`config.mk`:
```
export PLATFORM = sky130hd
export DESIGN_NAME = vector_sumsq32
export DESIGN_NICKNAME = d
export VERILOG_FILES = /design/src/rtl/vector_sumsq32.sv
export SDC_FILE = /design/constraint.sdc
export NUM_CORES = 1
export LEC_CHECK = 0
export ABC_AREA = 1
export CORE_UTILIZATION = 64
export DETAILED_ROUTE_END_ITERATION = 10
export PLACE_DENSITY = 0.86
export SYNTH_ARGS = -nofsm -noshare
export SYNTH_HDL_FRONTEND = slang
export SYNTH_SLANG_ARGS = --single-unit
```
`constraint.sdc`:
```
create_clock -name iCLOCK -period 5.6 [get_ports iCLOCK]
set_input_delay 1.4 -clock iCLOCK [delete_from_list [all_inputs] [get_ports iCLOCK]]
set_output_delay 1.4 -clock iCLOCK [all_outputs]
set_load 0.005 [all_outputs]
```
`src/rtl/vector_sumsq32.sv`:
```
// vector_sumsq32: |X|^2 + |Y|^2 using one shared shift-add squarer on a REQ/BUSY/VALID handshake.
// Optional: define VECTOR_SUMSQ32_ZERO_SKIP_EN to skip the squaring phase of a zero component.
module vector_sumsq32 #(
   parameter int P_RADIX_BITS = 1
) (
   input  logic        iCLOCK,
   input  logic        inRESET,
   input  logic        iDATA_REQ,
   output logic        oDATA_BUSY,
   input  logic [15:0] iDATA_X,
   input  logic [15:0] iDATA_Y,
   output logic        oDATA_VALID,
   input  logic        iDATA_BUSY,
   output logic [31:0] oDATA
);
   localparam int N = 16 / P_RADIX_BITS;

   typedef enum logic [1:0] {
      IDLE = 2'd0,
      SQX  = 2'd1,
      SQY  = 2'd2,
      OUT  = 2'd3
   } state_t;

   generate
      if (!(P_RADIX_BITS == 1 || P_RADIX_BITS == 2 || P_RADIX_BITS == 4)) begin : g_bad_radix
         $error("vector_sumsq32: P_RADIX_BITS must be 1, 2 or 4");
      end
   endgenerate

   // -32768 maps to 16'h8000, which still fits as an unsigned magnitude
   function automatic logic [15:0] abs16(input logic [15:0] v);
      abs16 = v[15] ? (16'd0 - v) : v;
   endfunction

   state_t      state_q, state_d;
   logic [15:0] mplier_q, mplier_d;
   logic [31:0] mcand_q, mcand_d;
   logic [15:0] ay_q, ay_d;
   logic [31:0] acc_q, acc_d;
   logic [3:0]  cnt_q, cnt_d;
   logic [31:0] data_q, data_d;
   logic [15:0] abs_x_s, abs_y_s;
   logic [31:0] pp_s;
   logic        last_s;

   assign abs_x_s = abs16(iDATA_X);
   assign abs_y_s = abs16(iDATA_Y);
   assign last_s  = (cnt_q == 4'(N - 1));

   // Sum of the P_RADIX_BITS partial products retired this cycle
   always_comb begin
      pp_s = 32'd0;
      for (int i = 0; i < P_RADIX_BITS; i++) begin
         pp_s = pp_s + (mplier_q[i] ? (mcand_q << i) : 32'd0);
      end
   end

   // Next-state and datapath control
   always_comb begin
      state_d  = state_q;
      mplier_d = mplier_q;
      mcand_d  = mcand_q;
      ay_d     = ay_q;
      acc_d    = acc_q;
      cnt_d    = cnt_q;
      data_d   = data_q;
      case (state_q)
         IDLE: begin
            if (iDATA_REQ) begin
               acc_d    = 32'd0;
               cnt_d    = 4'd0;
               ay_d     = abs_y_s;
               mplier_d = abs_x_s;
               mcand_d  = {16'd0, abs_x_s};
`ifdef VECTOR_SUMSQ32_ZERO_SKIP_EN
               if (abs_x_s == 16'd0 && abs_y_s == 16'd0) begin
                  data_d  = 32'd0;
                  state_d = OUT;
               end else if (abs_x_s == 16'd0) begin
                  mplier_d = abs_y_s;
                  mcand_d  = {16'd0, abs_y_s};
                  state_d  = SQY;
               end else begin
                  state_d = SQX;
               end
`else
               state_d = SQX;
`endif
            end else begin
               state_d = IDLE;
            end
         end
         SQX: begin
            acc_d    = acc_q + pp_s;
            mplier_d = mplier_q >> P_RADIX_BITS;
            mcand_d  = mcand_q << P_RADIX_BITS;
            cnt_d    = cnt_q + 4'd1;
            if (last_s) begin
               // Reload the shared squarer with |Y| for the second phase
               cnt_d    = 4'd0;
               mplier_d = ay_q;
               mcand_d  = {16'd0, ay_q};
`ifdef VECTOR_SUMSQ32_ZERO_SKIP_EN
               if (ay_q == 16'd0) begin
                  data_d  = acc_q + pp_s;
                  state_d = OUT;
               end else begin
                  state_d = SQY;
               end
`else
               state_d = SQY;
`endif
            end else begin
               state_d = SQX;
            end
         end
         SQY: begin
            acc_d    = acc_q + pp_s;
            mplier_d = mplier_q >> P_RADIX_BITS;
            mcand_d  = mcand_q << P_RADIX_BITS;
            cnt_d    = cnt_q + 4'd1;
            if (last_s) begin
               cnt_d   = 4'd0;
               data_d  = acc_q + pp_s;
               state_d = OUT;
            end else begin
               state_d = SQY;
            end
         end
         OUT: begin
            if (!iDATA_BUSY) begin
               state_d = IDLE;
            end else begin
               state_d = OUT;
            end
         end
         default: begin
            state_d = IDLE;
         end
      endcase
   end

   // State and datapath registers, synchronous active-low reset
   always_ff @(posedge iCLOCK) begin
      if (!inRESET) begin
         state_q  <= IDLE;
         mplier_q <= 16'd0;
         mcand_q  <= 32'd0;
         ay_q     <= 16'd0;
         acc_q    <= 32'd0;
         cnt_q    <= 4'd0;
         data_q   <= 32'd0;
      end else begin
         state_q  <= state_d;
         mplier_q <= mplier_d;
         mcand_q  <= mcand_d;
         ay_q     <= ay_d;
         acc_q    <= acc_d;
         cnt_q    <= cnt_d;
         data_q   <= data_d;
      end
   end

   assign oDATA_BUSY  = (state_q != IDLE);
   assign oDATA_VALID = (state_q == OUT);
   assign oDATA       = data_q;

endmodule

```
==> impl_metrics.tcl, run 1 <==
set metrics [dict create \
    outcome "complete, no violations" \
    setup_violations 0 \
    rsz0062_at_grt "no" \
    layout_common_cells "463 x nand2_1, 241 x inv_1, 134 x dfxtp_1" \
    area_growth_pct 14.5 \
    hpwl_mm 17.1 \
    hold_depth 2 \
    clk_latency_ns 0.42 \
    clockBufferDepth 2 \
    synthCells 1472 \
    cts_buffers 17 \
    rows 42 \
    r2r_start "mplier_q[0]" \
    startpoint "iDATA_REQ" \
    ys_ff_latch 134 \
    hold_viol 0 \
    postCtsSetupBuffers 0 \
    nets 1586 \
    core-area_um2 13400 \
    syn_area_um2 8920 \
    power_frac_seq_pct 42.3 \
    p_leak_nw 5.42 \
    synth_nets 1548 \
    drv_slew 0 \
    gr-total-overflow 0 \
    first_pass_iters 6 \
    vias 9397 \
    fin_setup_tns_ns 0 \
    initial_core_util_pct 66.6 \
    synth_cell_types 43 \
    powerDensity_nw_per_um2 237 \
    intPower_mw 1.80 \
    cts.sinks 134 \
    final.setup_skew_ns 0.00845 \
    insertedDiodeCount 0 \
    seq_area_frac_synth_pct 30.1 \
    grt_antenna_before_repair 0 \
    drt_iter0_drc 981 \
    cts_resized 0 \
    hp-start "ay_q[0]" \
    post-route-min-period_ns 3.35 \
    final_common_cell "nand2_1" \
    worst-path-max-fanout 34 \
    relSlewSlack_pct 20.8 \
    maxCapViolations 0 \
    globalplace.congestion 0.954 \
    cts_tree "done" \
    ir_drop_uv 228 \
    cp-end-kind "register" \
    drt_wl_total_mm 24.3 \
    power_mw 2.42 \
    die_area_um2 14400 \
    fmax_mhz 299 \
    route.detailed.drc 0 \
    comb_power_share_pct 10.3 \
    die_x_um 120 \
    ys.warnings.count 0 \
    die_y_um 120 \
    clk_pin_slew_ns 0.06 \
    ioPinCount 70 \
    grt_max_degree 57 \
    wl_per_cell_um 14.3 \
    layout_setup_ws_ns 2.25 \
    async_flop_share_pct 0 \
    synth_area_per_cell_um2 6.06 \
    grt_pass1_wl_mm 40.3 \
    grtUsageTotal_pct 35.0 \
    synth_edf_count 0 \
    p_sw_share_pct 25.7 \
    portBuffers 69 \
    crit_arrival_ns 3.63 \
    fin_crit_sh_pct 59.8 \
    fillers 1108 \
    synth_ff_type "dfxtp_1" \
    cts-root-buf "clkbuf_16" \
    drive_gt1_share_pct 3.94 \
    grt_pass1_vias 8581 \
    place_ws_ns 1.87 \
    routed_via_density 5.53 \
    required_ns 5.88 \
    power_switching_mw 0.620 \
    r2r_cells 17 \
    cp-start-kind "input port" \
    postCtsHoldBufs 0 \
    design_area_um2 10200 \
    hold_path_class "reg -> reg" \
    postPlaceCellArea_um2 9610 \
    htreeDepth 4 \
    worstMarginPinSlew_ns 1.18 \
    antenna_left 0 \
    power_frac_clock_pct 47.4 \
    critical_path_class "in -> reg" \
]
## kinds of logic (layout without fill, tap and decap cells)
logic type / after synthesis / in the layout / share of synthesized area [%]
XOR/XNOR: 26 / 26 / 2.55
AND/OR/NAND/NOR: 714 / 714 / 32.7
adder cells (fa/ha/maj): 40 / 40 / 5.69
buffers and inverters: 303 / 354 / 13.4
flip-flops: 134 / 134 / 30.1
AO/OA/AOI/OAI: 255 / 255 / 15.6
## flip-flops by register name, summed over array words and instances, names as in the netlist
signal,count
oDATA,32
ay_q,16
acc_q,32
mplier_q,16
state_q,2
mcand_q,32
cnt_q,4
## layout make-up
class,instances,area (µm²),area share (%)
clock buffers,25,515,5.04
repair buffers,75,736,7.20
multi-input cells,1035,5050,49.4
inverters,247,927,9.07
flip-flops and latches,134,2680,26.2
clock inverters,7,91.3,0.894
well taps,176,220,2.15
## power groups by stage
| stage | sequential (mW) | clock [mW] | combinational (mW) |
|---|---|---|---|
| finish | 1.02 | 1.14 | 0.249 |
| CTS | 1.02 | 1.15 | 0.245 |
| global placement | 1.04 | 0 | 0.236 |
| floorplan | 1.03 | 0 | 0.174 |
| global route | 1.03 | 1.19 | 0.274 |
| detailed placement | 1.04 | 0 | 0.241 |
## per-layer routing
| metal | GRT usage (%) | up-vias | wire length, µm |
|---|---|---|---|
| met1 | 44.1 | 4224 | 10400 |
| met4 | 17.3 | 0 | 988 |
| met2 | 57.6 | 406 | 11300 |
| li1 | - | 4696 | - |
| met3 | 5.94 | 71 | 1640 |
| met5 | 0 | - | 0 |
## synth_stat cells, types with 3 or more instances
| library cell | instances | area (µm²) |
|---|---|---|
| o21ai_0 | 90 | 450 |
| nand3_1 | 83 | 415 |
| nand2_2 | 5 | 31.3 |
| nand2_1 | 463 | 1740 |
| a21o_1 | 3 | 22.5 |
| o221ai_1 | 4 | 35.0 |
| buf_4 | 3 | 22.5 |
| nor3_1 | 10 | 50.1 |
| buf_1 | 5 | 18.8 |
| ha_1 | 39 | 488 |
| inv_2 | 4 | 15.0 |
| nand3_2 | 4 | 40.0 |
| buf_2 | 19 | 95.1 |
| a31oi_1 | 11 | 68.8 |
| nor2_2 | 4 | 25.0 |
| dfxtp_1 | 134 | 2680 |
| nand3b_1 | 4 | 30.0 |
| a21oi_1 | 115 | 576 |
| clkbuf_1 | 25 | 93.8 |
| xor2_1 | 25 | 219 |
| nand4_1 | 7 | 43.8 |
| inv_1 | 241 | 905 |
| nor2_1 | 127 | 477 |
| o211ai_1 | 18 | 135 |
## worst paths after layout
path              slack, ns         to
setup reg to reg       2.60  oDATA[24]
hold reg to reg        0.47    ay_q[0]
setup / recovery       2.25  acc_q[25]
hold / removal         0.47    ay_q[0]
## critical path, stage by stage
cell	delay (ns)
clkdlybuf4s50_1	0.44
inv_1	0.10
nand2_1	0.07
nand2_1	0.13
clkinv_1	0.92
nand3_1	0.44
a21oi_1	0.11
## stage by stage
| step | cells | utilization, % | hold slack (ns) |
|---|---|---|---|
| final | 1699 | 76.3 | 0.470 |
| after global routing | 1699 | 76.3 | 0.487 |
| after CTS | 1699 | 76.3 | 0.469 |
| after detailed placement | 1667 | 71.7 | 0.460 |
| after global placement | 1667 | 71.7 | 0.453 |
| after floorplan | 1472 | - | 0.430 |
Power figures use the tool's default switching activity.
==> inputs of run 2 (changes only) <==
--- a/config.mk
+++ b/config.mk
@@ -6,9 +6,9 @@
 export NUM_CORES = 1
 export LEC_CHECK = 0
 export ABC_AREA = 1
-export CORE_UTILIZATION = 64
+export CORE_UTILIZATION = 54
 export DETAILED_ROUTE_END_ITERATION = 10
-export PLACE_DENSITY = 0.86
+export PLACE_DENSITY = 0.78
 export SYNTH_ARGS = -nofsm -noshare
 export SYNTH_HDL_FRONTEND = slang
 export SYNTH_SLANG_ARGS = --single-unit
==> constraint.sdc (replaced) <==
create_clock -name iCLOCK -period 2.8 [get_ports iCLOCK]
set_input_delay 0.7 -clock iCLOCK [delete_from_list [all_inputs] [get_ports iCLOCK]]
set_output_delay 0.7 -clock iCLOCK [all_outputs]
set_load 0.005 [all_outputs]
==> run 2 against run 1 <==
Utilization is 11 points lower; routed wire length increased by 0.89%; sequential power grew 100%; final area up 2.2%; combinational power rose by 120%; global-route usage fell by 5.2 points; sequential cell count did not move; worst setup slack got worse by 1.9 ns; clock skew increased by 0.00057 ns; power grew 100%.
==> impl_metrics.tcl, run 2 (synthesized netlist as in run 1, its figures left out) <==
set metrics [dict create \
    die_x_um 131 \
    area_growth_pct 17.1 \
    portBuffers 69 \
    gr-total-overflow 0 \
    grt_antenna_before_repair 0 \
    cts.sinks 134 \
    ioPinCount 70 \
    regToRegSetupSlack_ns 0.42 \
    powerDensity_nw_per_um2 473 \
    routed_via_density 5.29 \
    initial_core_util_pct 55.8 \
    postCtsHoldBufs 0 \
    clk_pin_slew_ns 0.06 \
    fillers 1589 \
    crit_arrival_ns 1.78 \
    maxCapViolations 0 \
    hold_depth 2 \
    cts_resized 0 \
    hpwl_mm 18.0 \
    rows 46 \
    vias 9265 \
    drt_wl_total_mm 24.5 \
    grt_pass1_vias 8062 \
    layout_common_cells "463 x nand2_1, 241 x inv_1, 134 x dfxtp_1" \
    setup_violations 0 \
    worstMarginPinSlew_ns 0.720 \
    grt_max_degree 57 \
    drt_iter0_drc 963 \
    grtUsageTotal_pct 29.8 \
    outcome "complete, no violations" \
    seq_area_um2 2680 \
    clk_latency_ns 0.42 \
    worst-path-max-fanout 5 \
    globalplace.congestion 0.934 \
    final.setup_skew_ns 0.00902 \
    p_leak_nw 5.52 \
    multi_input_area_um2 5050 \
    r2r_cells 8 \
    drv_slew 0 \
    fin_util_pct 65.3 \
    postCtsSetupBuffers 0 \
    fin_setup_tns_ns 0 \
    cp-end-kind "primary output" \
    first_pass_iters 5 \
    antenna_left 0 \
    relSlewSlack_pct 51.9 \
    nets 1599 \
    ir_drop_uv 515 \
    hold_viol 0 \
    wl_per_cell_um 14.0 \
    power_mw 4.93 \
    core-area_um2 16000 \
    critical_path_class "reg -> out" \
    cts-root-buf "clkbuf_16" \
    rsz0062_at_grt "no" \
    cts_tree "done" \
    htreeDepth 4 \
    fin_crit_sh_pct 88.5 \
    grt_pass1_wl_mm 39.7 \
    final_common_cell "nand2_1" \
    cp-start-kind "register" \
    insertedDiodeCount 0 \
    required_ns 2.10 \
    drive_gt1_share_pct 4.75 \
    die_area_um2 17000 \
    hold_path_class "reg -> reg" \
    die_y_um 131 \
    fmax_mhz 404 \
    route.detailed.drc 0 \
    cts_buffers 17 \
    post-route-min-period_ns 2.48 \
    clockBufferDepth 2 \
]
==> run 2: changes by cell type in the layout (fill, tap and decap cells not counted), sizes merged <==
cell      delta
clkinvlp     -1
bufinv       +1
clkbuf       -1
buf         +13
clkinv       +1
==> run 2: critical path, cell delays in order, from the launching register on <==
cell and delay (ns):
dfxtp_1 0.38, inv_1 0.08, ha_1 0.27, inv_1 0.12, clkdlybuf4s50_1 0.51
==> run 2: area by class of cell <==
class,instances,share of cell area (%)
sequential,134,25.7
multi-input combinational,1035,48.3
tap,216,2.59
timing repair buffer,88,8.58
inverter,247,8.88
clock buffer,24,4.80
clock inverter,8,1.14
==> run 2: final timing paths <==
check	start	end
hold / removal	acc_q[5]	acc_q[5]
hold reg to reg	acc_q[5]	acc_q[5]
setup / recovery	state_q[0]	oDATA_BUSY
setup reg to reg	state_q[0]	cnt_q[3]
==> run 2: routing by layer <==
metal / track usage [%] / share of wire (%)
met1: 39.3 / 45
met2: 49.8 / 47
met3: 3.83 / 5.5
met4: 11.1 / 2.7
met5: 0 / 0
==> run 2: per-stage QoR <==
stage          hold WS, ns  setup WS, ns  instances  cell area, µm²
2_1_floorplan        0.430         0.525       1472            8920
3_3_place_gp         0.454         0.409       1720            9820
3_5_place_dp         0.464         0.359       1720            9820
4_1_cts              0.473         0.321       1752           10400
5_1_grt              0.487         0.256       1752           10400
6_report             0.471         0.323       1752           10400
==> run 2: report_power, final <==
part	internal [mW]	leakage [nW]	switching, mW
Clock	1.52	0.310	0.843
Combinational	0.193	4.12	0.344
Sequential	1.98	1.09	0.0622
Total	3.69	5.52	1.25
==> inputs of run 3 (changes only) <==
--- a/config.mk
+++ b/config.mk
@@ -5,10 +5,9 @@
 export SDC_FILE = /design/constraint.sdc
 export NUM_CORES = 1
 export LEC_CHECK = 0
-export ABC_AREA = 1
-export CORE_UTILIZATION = 54
+export CORE_UTILIZATION = 53
 export DETAILED_ROUTE_END_ITERATION = 10
-export PLACE_DENSITY = 0.78
+export PLACE_DENSITY = 0.77
 export SYNTH_ARGS = -nofsm -noshare
 export SYNTH_HDL_FRONTEND = slang
 export SYNTH_SLANG_ARGS = --single-unit
==> run 3 against run 2 <==
The run now ends with setup timing left; clock power decreased by 3%; utilization increased by 7.5 points; cell count decreased by 26%; power decreased by 0.71%; worst hold slack got worse by 0.012 ns.
==> impl_metrics.tcl, run 3 <==
set metrics [dict create \
    seq_area_frac_synth_pct 34.4 \
    yosysMostFrequentCell "dfxtp_1" \
    drt_iter0_drc 575 \
    vias 7504 \
    relSlewSlack_pct 49.4 \
    post-route-min-period_ns 2.88 \
    grt_antenna_before_repair 0 \
    synth_cell_types 55 \
    async_flop_share_pct 0 \
    rr_endpoint "oDATA[28]" \
    setup_violations 6 \
    crit_arrival_ns 3.24 \
    grt_pass1_vias 7049 \
    layout_setup_ws_ns -0.0767 \
    postCtsHoldBufs 0 \
    required_ns 3.17 \
    initial_core_util_pct 55.3 \
    route.detailed.drc 0 \
    power_frac_seq_pct 41.5 \
    cp-end-kind "register" \
    drive_gt1_share_pct 17.9 \
    clockBufferDepth 2 \
    r2r_start "mplier_q[0]" \
    ys.warnings.count 0 \
    slowest_delay_ns 0.47 \
    postPlaceCellArea_um2 9360 \
    maxCapViolations 0 \
    hpwl_mm 15.1 \
    wl_per_cell_um 16.5 \
    routed_via_density 5.81 \
    antenna_left 0 \
    portBuffers 69 \
    critical_path_class "reg -> reg" \
    layout_common_cells "133 x dfxtp_1, 116 x nand2_1, 107 x buf_4" \
    powerDensity_nw_per_um2 477 \
    fin_util_pct 72.8 \
    ir_drop_uv 410 \
    fin_crit_sh_pct 103 \
    die_y_um 123 \
    final_common_cell "dfxtp_1" \
    p_sw_share_pct 25.7 \
    power_frac_clock_pct 46.7 \
    worstMarginPinSlew_ns 0.759 \
    critPathBufInv 1 \
    rows 43 \
    regToRegSetupSlack_ns -0.08 \
    die_x_um 123 \
    cp.depth 11 \
    hp-start "oDATA[18]" \
    fin_setup_tns_ns -0.184 \
    core-area_um2 14100 \
    synth_nets 1038 \
    intPower_mw 3.64 \
    nets 1174 \
    violations "setup timing" \
    dpl.cell_count 1253 \
    ys_top_cells_by_count "134 x dfxtp_1, 117 x nand2_1, 87 x o21ai_0" \
    comb_power_share_pct 11.7 \
    synth.area.top_cells "dfxtp_1 34%, ha_1 6.3%, nand2_1 5.6%" \
    synthCells 962 \
    area_growth_pct 31.5 \
    gr-total-overflow 0 \
    synth_top_area_share_pct 34.4 \
    htreeDepth 4 \
    grtUsageTotal_pct 29.3 \
    cp_cell_sequence "buf_4 -> and2_1 -> ha_4 -> nand2_2 -> o21ai_0 -> a21oi_1 -> a31oi_1 -> a311oi_2 -> o311a_1 -> or4b_1 -> nand3_1" \
    fin_hold_ws_ns 0.459 \
    cp-start-kind "register" \
    hold_path_class "reg -> reg" \
    clk_latency_ns 0.43 \
    final.setup_skew_ns 0.0106 \
    seq_area_um2 2690 \
    grt_max_degree 43 \
    cts.sinks 134 \
    cts_tree "done" \
    drt_wl_total_mm 21.3 \
    fillers 1076 \
    place_ws_ns -0.166 \
    p_leak_nw 4.15 \
    syn_area_um2 7800 \
    clk_pin_slew_ns 0.06 \
    fmax_mhz 348 \
    cts_buffers 17 \
    hold_viol 0 \
    path_delay_family "compound AO/OA/AOI/OAI gates" \
    holdPathEnd "oDATA[18]" \
    first_pass_iters 5 \
    globalplace.congestion 0.910 \
    die_area_um2 15200 \
    power_mw 4.90 \
    design_area_um2 10300 \
    insertedDiodeCount 0 \
    synth.largest_area_cell "dfxtp_1" \
    cp_slowest_cell "or4b_1" \
    hold_depth 2 \
    drv_slew 0 \
    grt_pass1_wl_mm 34.5 \
    synth_ff_type "dfxtp_1" \
    synth_area_per_cell_um2 8.11 \
    rsz0062_at_grt "yes" \
    instances_no_fill 1291 \
    worst-path-max-fanout 12 \
    multi_input_area_um2 5170 \
    ys_ff_latch 134 \
    power_switching_mw 1.26 \
    synth_edf_count 0 \
    r2r_cells 11 \
    cts-root-buf "clkbuf_16" \
    outcome "finished, violations left" \
    ioPinCount 70 \
]
[run 3: worst register-to-register path, stage by stage (launching register included)]
cell      delay, ns
dfxtp_4        0.38
buf_4          0.17
and2_1         0.20
ha_4           0.29
nand2_2        0.08
o21ai_0        0.32
a21oi_1        0.14
a31oi_1        0.23
a311oi_2       0.10
o311a_1        0.36
or4b_1         0.47
nand3_1        0.09
[run 3: logic make-up (layout without fill, tap and decap cells)]
family	Yosys count	in the layout	synth area share, %
adders and majority gates	40	40	6.51
and+or+nand+nor	330	330	21.2
AOI/OAI and AO/OA	325	325	27.7
muxes	4	4	0.529
buffers and inverters	75	224	3.62
DFF	134	134	34.4
xor gates and xnor gates	54	54	6.06
[run 3: power groups by stage]
stage	Sequential [mW]	Combinational (mW)	Clock, mW
2_1_floorplan	2.05	0.342	0
3_3_place_gp	2.07	0.547	0
3_5_place_dp	2.07	0.556	0
4_1_cts	2.03	0.566	2.31
5_1_grt	2.04	0.636	2.39
6_report	2.04	0.575	2.29
[run 3: final cells by class]
type / count / area share, %
Multi-Input combinational cell: 753 / 50.4
Sequential cell: 134 / 26.2
Timing Repair Buffer: 178 / 14.8
Clock buffer: 17 / 4.15
Tap cell: 180 / 2.19
Clock inverter: 15 / 1.76
Inverter: 14 / 0.512
[run 3: per-layer routing]
| layer | vias up | share of wire, % | wire [µm] | global-route usage [%] |
|---|---|---|---|---|
| met3 | 41 | 6.3 | 1350 | 5.95 |
| met4 | 0 | 2.6 | 563 | 11.7 |
| li1 | 3719 | - | - | - |
| met5 | - | 0 | 0 | 0 |
| met2 | 276 | 46 | 9700 | 46.9 |
| met1 | 3468 | 45 | 9690 | 38.4 |
[run 3: what timing repair did]
item | in CTS | in global routing
pin swaps | 9 | 7
setup buffers | 2 | 4
setup endpoints to repair | 11 | 23
resized for setup | 20 | 27
[run 3: worst max-delay path by stage]
stage	slack (ns)	from	end
after detailed placement	-0.17	iDATA_X[9]	mplier_q[13]
after global routing	-0.17	mplier_q[0]	oDATA[28]
after global placement	-0.12	iDATA_X[9]	mcand_q[13]
final	-0.08	mplier_q[0]	oDATA[28]
after floorplan	0.03	mplier_q[0]	oDATA[28]
after CTS	-0.01	mplier_q[0]	oDATA[29]
==> variant (config.mk and constraints of run 3) <==
Reset style: asynchronous (`inRESET`), changed in one clocked block. Comments in the files are not updated.
--- a/src/rtl/vector_sumsq32.sv
+++ b/src/rtl/vector_sumsq32.sv
@@ -144,3 +144,3 @@
    // State and datapath registers, synchronous active-low reset
-   always_ff @(posedge iCLOCK) begin
+   always_ff @(posedge iCLOCK or negedge inRESET) begin
       if (!inRESET) begin
Formal check against the unedited RTL: differs if inRESET is asserted again (counterexample within 4 cycles, from zero or initial values and one cycle with inRESET low); with inRESET held inactive, the same outputs for 10 cycles.
==> variant against run 3 <==
The flow still finishes with violations (negative setup slack). Worst setup slack worse by 280 ps. Sequential cell count unchanged. Non-clock buffer count up 29. Utilization up 1.2 points. Wire length up 2.8%. Area after synthesis up 1.3%. Cell area up 4.8%. Critical path type unchanged. Critical endpoint is now oDATA[28]$_DFFE_PN0P_. Highest routed layer unchanged.
Power is not compared: it rests on default switching activity, and its combinational part moved more than twofold at a synthesized area within 25%.
==> variant: results (changes against run 3) <==
GRT:
- The global-route wire length before repair is 34.8 mm (was 34.5 mm).
- The combined global-route utilization of all metal layers is 0.292 (was 0.293).
- The via count of the first global-routing pass was 7136 (was 7049).
- The pin count of the biggest net entering global routing is 61 (was 43).

Worst hold path:
- The class of the most critical hold timing path is primary input to async pin (was flip-flop to flip-flop).

Detailed routing:
- The wire length after detailed routing is 21.9 mm (was 21.3 mm).
- The DRC marker count from the first detailed-route iteration was 744 (was 575).
- The vias per cell is 5.89 (was 5.81).
- The number of iterations in the first detailed-routing pass came to 7 (was 5).

Timing:
- The number of hold violations in the final report came to 0 (unchanged).
- The maximum clock skew at final layout is 9.21 ps (was 10.6 ps).
- The relative slew slack is 0.277 (was 0.494).
- The setup slack after layout is -353 ps (was -76.7 ps).
- The total setup violations reported at the end of the flow was 25 (was 6).
- The final hold slack is 251 ps (was 459 ps).

Critical path:
- The largest delay contributor family on the critical path is compound AO/OA/AOI/OAI gates (unchanged).
- The capture point of the critical path is oDATA[28]$_DFFE_PN0P_ (was oDATA[28]$_SDFFE_PN0P_).
- The standard cell with the maximum stage delay on the critical path is sky130_fd_sc_hd__dfrtp_1 (was sky130_fd_sc_hd__or4b_1).
- The path depth of the worst reg2reg path is 15 (was 11).
- The critical path arrival is 3440 ps (was 3240 ps).

Status:
- Violations in the final reports: negative setup slack (unchanged).
- Status: complete, but fails checks (unchanged).

Synth:
- The synthesized-area fraction occupied by ao, oa, aoi and oai cells is 0.234 (was 0.277).
- The fraction of synthesized cell area in xor and xnor cells was 0.0576 (was 0.0606).
- The proportion of synthesized area in mux cells came to 0.0119 (was 0.00529).
- The most frequently used flop master after synthesis is sky130_fd_sc_hd__dfrtp_1 (was sky130_fd_sc_hd__dfxtp_1).
- The async set-or-reset flop fraction in the synthesized netlist is 1.00 (was 0).
- The post-synthesis cell type count is 61 (was 55).
- Top area cells in the synthesized netlist: sky130_fd_sc_hd__dfrtp_1, sky130_fd_sc_hd__nand2_1, sky130_fd_sc_hd__o21ai_0 (was sky130_fd_sc_hd__dfxtp_1, sky130_fd_sc_hd__ha_1, sky130_fd_sc_hd__nand2_1).
- Most used standard cells in the synthesized netlist: sky130_fd_sc_hd__nand2_1, sky130_fd_sc_hd__dfrtp_1, sky130_fd_sc_hd__o21ai_0 (was sky130_fd_sc_hd__dfxtp_1, sky130_fd_sc_hd__nand2_1, sky130_fd_sc_hd__o21ai_0).
- The total nets after synthesis is 972 (was 1038).
- The area share of fa/ha/maj cells after synthesis was 0.0643 (was 0.0651).
- The sequential share of the synthesized area was 0.424 (was 0.344).

Placement:
- The half-perimeter wire length after detailed placement was 14.3 mm (was 15.1 mm).
- The total cell area at the placement stage is 0.00972 mm^2 (was 0.00936 mm^2).
- The final RePlAce weighted congestion is 0.911 (was 0.910).

Finish:
- The number of filler instances in the final layout was 1022 (was 1076).
- The number of nets at the end of the flow is 1146 (was 1174).
- The area of all placed cells without fillers is 0.0108 mm^2 (was 0.0103 mm^2).
- The proportion of layout cells with a drive suffix above 1 is 0.232 (was 0.179).

Power:
- Summed over all nets, the switching power comes to 3.75 mW.
variant: worst reg2reg max path, cell delays in order (launching register included):
cell and delay (ps):
sky130_fd_sc_hd__dfrtp_1 400, sky130_fd_sc_hd__buf_6 150, sky130_fd_sc_hd__buf_4 160, sky130_fd_sc_hd__and2_1 170, sky130_fd_sc_hd__ha_2 200, sky130_fd_sc_hd__buf_4 140, sky130_fd_sc_hd__a21o_1 150, sky130_fd_sc_hd__a21o_1 190
sky130_fd_sc_hd__a21oi_1 140, sky130_fd_sc_hd__o21ai_0 180, sky130_fd_sc_hd__a21oi_2 210, sky130_fd_sc_hd__o21ai_2 110, sky130_fd_sc_hd__a221oi_2 360, sky130_fd_sc_hd__o21ai_2 110, sky130_fd_sc_hd__mux2i_2 250, sky130_fd_sc_hd__o21ai_1 90
variant: metal layers:
| metal | global-route usage | wire length (um) |
|---|---|---|
| met5 | 0 | 0 |
| met4 | 0.110 | 723 |
| met3 | 0.0572 | 1150 |
| met2 | 0.483 | 10400 |
| met1 | 0.376 | 9660 |
variant: area by class of cell:
class | instances | area share
well taps | 184 | 0.0214
multi-input cells | 697 | 0.444
repair buffers | 207 | 0.164
flip-flops and latches | 134 | 0.312
inverters | 13 | 0.00454
clock inverters | 12 | 0.0119
clock buffers | 20 | 0.0425
variant: timing repair:
item                                    4_1_cts  5_1_grt
pin swaps                                    27       20
endpoints found under the setup margin       33       33
setup buffers                                 8        6
resized for setup                            46       45
variant: metrics by stage:
stage / setup WS, ps / TNS, ps / instances
finish: -353 / -5300 / 1267
global route: -473 / -9020 / 1267
CTS: -232 / -3180 / 1261
detailed placement: -609 / -8550 / 1221
global placement: -544 / -6310 / 1221
floorplan: -111 / -416 / 896
